### src/rtl/in_port_ctrl.sv
// Input-side I/O controller: show-ahead FIFO feeding the core's in_port, plus
// an edge-detected interrupt held until acked. IN_PORT_IRQ_SYNC_EN adds a 2-flop irq synchronizer.
module in_port_ctrl #(
  parameter int W     = 16,
  parameter int DEPTH = 4,
  parameter int CW    = $clog2(DEPTH) + 1
) (
  input  logic          clk,
  input  logic          rst,
  input  logic [W-1:0]  dev_data,
  input  logic          dev_valid,
  output logic          dev_ready,
  input  logic          in_rd,
  output logic [W-1:0]  in_port,
  output logic          in_valid,
  output logic [CW-1:0] count,
  output logic          overflow,
  input  logic          irq_req,
  input  logic          int_ack,
  output logic          interrupt
);
  localparam int AW = $clog2(DEPTH);

  typedef enum logic [1:0] {IDLE, REQ, GAP} irq_state_t;

  logic [W-1:0]  mem [DEPTH];
  logic [CW-1:0] wptr, rptr;
  logic          full, empty, push, pop;

  // Pointers carry a wrap bit so full and empty are distinguishable.
  assign empty     = (wptr == rptr);
  assign full      = (wptr[AW] != rptr[AW]) && (wptr[AW-1:0] == rptr[AW-1:0]);
  assign dev_ready = !full;
  assign in_valid  = !empty;
  assign count     = wptr - rptr;
  assign push      = dev_valid && dev_ready;
  assign pop       = in_rd && in_valid;
  assign in_port   = empty ? '0 : mem[rptr[AW-1:0]];

  always_ff @(posedge clk) begin
    if (push) mem[wptr[AW-1:0]] <= dev_data;
  end

  always_ff @(posedge clk or negedge rst) begin
    if (!rst) begin
      wptr     <= '0;
      rptr     <= '0;
      overflow <= 1'b0;
    end else begin
      if (push) wptr <= wptr + 1'b1;
      if (pop)  rptr <= rptr + 1'b1;
      if (dev_valid && full) overflow <= 1'b1;
    end
  end

  logic irq_s, irq_q, rise, pend, pend_nxt;
  irq_state_t state, state_nxt;

`ifdef IN_PORT_IRQ_SYNC_EN
  logic [1:0] irq_sync;
  always_ff @(posedge clk or negedge rst) begin
    if (!rst) irq_sync <= '0;
    else      irq_sync <= {irq_sync[0], irq_req};
  end
  assign irq_s = irq_sync[1];
`else
  assign irq_s = irq_req;
`endif

  assign rise = irq_s && !irq_q;

  always_ff @(posedge clk or negedge rst) begin
    if (!rst) begin
      state <= IDLE;
      pend  <= 1'b0;
      irq_q <= 1'b0;
    end else begin
      state <= state_nxt;
      pend  <= pend_nxt;
      irq_q <= irq_s;
    end
  end

  always_comb begin
    state_nxt = state;
    pend_nxt  = pend;
    interrupt = 1'b0;
    case (state)
      IDLE: if (rise) state_nxt = REQ;
      REQ: begin
        interrupt = 1'b1;
        // A rise coinciding with the ack still counts as pending.
        if (rise) pend_nxt = 1'b1;
        if (int_ack) state_nxt = (pend || rise) ? GAP : IDLE;
      end
      GAP: begin
        pend_nxt  = 1'b0;
        state_nxt = REQ;
      end
      default: state_nxt = IDLE;
    endcase
  end
endmodule

### config.mk
export PLATFORM = sky130hd
export DESIGN_NAME = in_port_ctrl
export DESIGN_NICKNAME = d
export VERILOG_FILES = /design/src/rtl/in_port_ctrl.sv
export SDC_FILE = /design/constraint.sdc
export NUM_CORES = 1
export LEC_CHECK = 0
export ABC_AREA = 1
export BUFFER_PORTS_ARGS = -buffer_cell sky130_fd_sc_hd__buf_2
export CAP_MARGIN = 10
export CORE_MARGIN = 4
export CORE_UTILIZATION = 36
export CTS_CLUSTER_SIZE = 10
export DETAILED_ROUTE_END_ITERATION = 6
export SYNTH_ARGS = -nofsm -noshare
export SYNTH_HDL_FRONTEND = slang
export SYNTH_SLANG_ARGS = --single-unit
### constraint.sdc
create_clock -name clk -period 2.4 [get_ports clk]
set_clock_uncertainty 0.15 [all_clocks]
set_input_delay 0.48 -clock clk [delete_from_list [all_inputs] [get_ports clk]]
set_output_delay 0.48 -clock clk [all_outputs]
set_load 0.1 [all_outputs]
==> results.md <==
- Status: finished with violations
- Failing checks: negative setup slack
- Via count of the first global-routing pass: 2,222
- Max-cap viol count: 0
- Final WL: 6860 µm
- Slew at the pin closest to its max-slew limit: 0.485 ns
- Post-synth design cell area: 3370 µm²
- Top-level I/O count: 45
- Maximum fanout count along the critical path: 8
- Maximum clock insertion buffer count: 2
- Placer congestion estimate: 0.774
- Hpwl dp: 4440 µm
- Total of warnings raised by yosys: 0
- Setup repair after global routing missed its margin: true
- IO Port Bufs: 44
- Summed negative setup slack over all endpoints: -0.143 ns
- Count of TritonRoute iterations in the first routing pass: 4
- Total grt overflow: 0
- Share of Yosys cell area claimed by the top area cell type: 0.570
- Detailed-route wire length per cell: 13.7 µm
- Overall Global Routing Usage: 0.132
- Slack of the worst reg-to-reg path: 0.37 ns
- Core outline area: 9200 µm²
- Unique masters post-synth: 21
- Share of cells above drive strength 1: 0.290
- Number of antenna violations at the first check in global routing: 1
- Die footprint: 11,000 µm²
- Number of clock sinks seen by CTS: 75
- Clk Latency, worst-skew pair: 0.33 ns
- Net Count, Synth: 351
- Clock tree root buffer cell: sky130_fd_sc_hd__clkbuf_8
- Tightest Hold Check Type: in -> reg
- Number of placement rows: 35
- Placement-stage cell area: 4300 µm²
- Hold Crit Endpoint: irq_q
- Largest cells by area after synthesis: sky130_fd_sc_hd__edfxtp_1 57%, sky130_fd_sc_hd__nand2_1 13%, sky130_fd_sc_hd__dfrtp_1 8.2%
- Critical path launch point type: flip-flop
- Final worst setup slack: -0.0196 ns
- Maximum number of pins on one net before global-route repair: 21
- Most instantiated cells after synthesis: 119 x sky130_fd_sc_hd__nand2_1, 64 x sky130_fd_sc_hd__edfxtp_1, 48 x sky130_fd_sc_hd__inv_1, 22 x sky130_fd_sc_hd__nand3_1, 11 x sky130_fd_sc_hd__dfrtp_1
- Async set or reset register ratio after synthesis: 0.147
- H-tree levels: 3
- Startpoint of the tightest hold check path: irq_req
- Number of design rule violations left after detail routing: 0
- Number of antenna-violating nets in the routed design: 0
- CP endpoint kind: output pin
- Worst reg2reg endpoint: mem[0][5]
- Total clock buffers created by CTS: 9
- CP Class: reg -> out
- Cell depth of the worst min-delay path: 1
- Effective utilization at floorplan: 0.366
- Fillers: 804
- Post-synth EDFFs: 64
- Die span in x: 105 µm
- Arrival time reported for the critical path endpoint: 1.79 ns
- DIE HEIGHT: 105 µm
- First-pass GRT wire length: 11,100 µm
- Library cell with the largest summed area after synthesis: sky130_fd_sc_hd__edfxtp_1
- Cell with the most instances after synthesis: sky130_fd_sc_hd__nand2_1
- NumNets Final: 415
- Setup-violating endpoint count in the final report: 8
- Final period demand of the worst path: 2.42 ns
- Post-synth top flop: sky130_fd_sc_hd__edfxtp_1
- TritonCTS clock tree: done
- Gate Count Post-Synth: 321
- Worst hold slack across all endpoints: 0.117 ns
- Antenna Cells: 0
- Final worst-path cycle share: 1.01
- Via count: 2,290
- Area Overhead vs Synth: 35.9%
- Sequential cell area fraction in the yosys report: 0.652
- Worst reg-to-reg path cell count: 8
- Mean cell area of the mapped netlist: 10.5 µm²
- DRC marker count from the first detailed-route iteration: 102
- Required time reported for the critical path endpoint: 1.77 ns
- Clock transition at path regs: 0.07 ns
- Final cell utilization of the core: 0.498
- Detailed-route vias per instance: 4.58
- Yosys reg bits: 75
- Worst rel slew slack: 0.679
- Peak clock frequency supported by timing: 413 MHz
- Number of max-slew violations in the final report: 0
- Fin. Hold Viols: 0
- Startpoint of the worst-slack reg-to-reg timing path: wptr[1]
- Total non-filler cell area in the finished layout: 4580 µm²
==> per-stage QoR <==
| stage | setup slack [ns] | cells |
|---|---|---|
| after floorplan | -0.401 | 321 |
| after global placement | 0.225 | 477 |
| after detailed placement | 0.158 | 477 |
| after CTS | -0.0445 | 499 |
| after global routing | -0.107 | 500 |
| final | -0.0196 | 500 |
==> cells by family after synthesis <==
| group | share of synthesized area |
|---|---|
| DFF | 0.652 |
| xor gates and xnor gates | 0.00520 |
| adders and majority gates | 0.0319 |
| and+or+nand+nor | 0.187 |
| buffers and inverters | 0.0824 |
| AOI/OAI and AO/OA | 0.0416 |
==> worst max path at each step <==
stage,startpoint,end,depth (start not counted)
floorplan,rptr[1],in_port[10],10
global placement,wptr[0],in_port[14],8
detailed placement,wptr[0],in_port[2],8
CTS,rptr[0],in_port[10],7
global route,wptr[1],in_port[1],7
finish,wptr[1],in_port[6],7
==> critical path, cell delays in order (launching register included) <==
cell and delay [ns]:
sky130_fd_sc_hd__dfrtp_2 0.45, sky130_fd_sc_hd__ha_4 0.27, sky130_fd_sc_hd__nand2_2 0.05, sky130_fd_sc_hd__inv_2 0.07, sky130_fd_sc_hd__nand3_4 0.18, sky130_fd_sc_hd__inv_8 0.21
sky130_fd_sc_hd__a21oi_4 0.05, sky130_fd_sc_hd__buf_12 0.16
==> sequential cells by signal, indices dropped and copies added (netlist names) <==
signal    count
mem          64
rptr          3
wptr          3
state         2
irq_q         1
overflow      1
pend          1
==> layer usage <==
layer  GRT usage  wire length [µm]
met2       0.229              3460
met4      0.0581               101
met3      0.0272               322
met1       0.159              2960
met5           0                12
==> layout make-up <==
cell class | count | area [µm²] | area share
tap | 111 | 139 | 0.0303
multi-input combinational | 183 | 1110 | 0.242
clock buffer | 12 | 135 | 0.0295
timing repair inverter | 1 | 11.3 | 0.00246
sequential | 75 | 2200 | 0.480
timing repair buffer | 63 | 729 | 0.159
inverter | 52 | 216 | 0.0473
clock inverter | 3 | 40.0 | 0.00874
==> layout by cell type, fill, tap and decap left out, types with 5 or more instances in the layout <==
cell type                    n
sky130_fd_sc_hd__inv_1      46
sky130_fd_sc_hd__clkbuf_8    9
sky130_fd_sc_hd__dfrtp_1     8
sky130_fd_sc_hd__buf_4      12
sky130_fd_sc_hd__nand2_1   118
sky130_fd_sc_hd__buf_2      23
sky130_fd_sc_hd__edfxtp_1   64
sky130_fd_sc_hd__nand3_1    22
sky130_fd_sc_hd__ha_1        5
sky130_fd_sc_hd__a21oi_4    16
sky130_fd_sc_hd__buf_12     24
==> timing repair <==
item                                   in CTS  in global routing
endpoints found under the hold margin      11                  0
pin swaps                                   2                  0
resized for setup                          11                  1
buffers inserted                            5                  1
hold buffers                                1                  0
cloned                                      1                  0
setup endpoints to repair                  18                 18
Power is not shown: default switching activity piles up to over one toggle a cycle in this logic, so the estimate is an artifact.
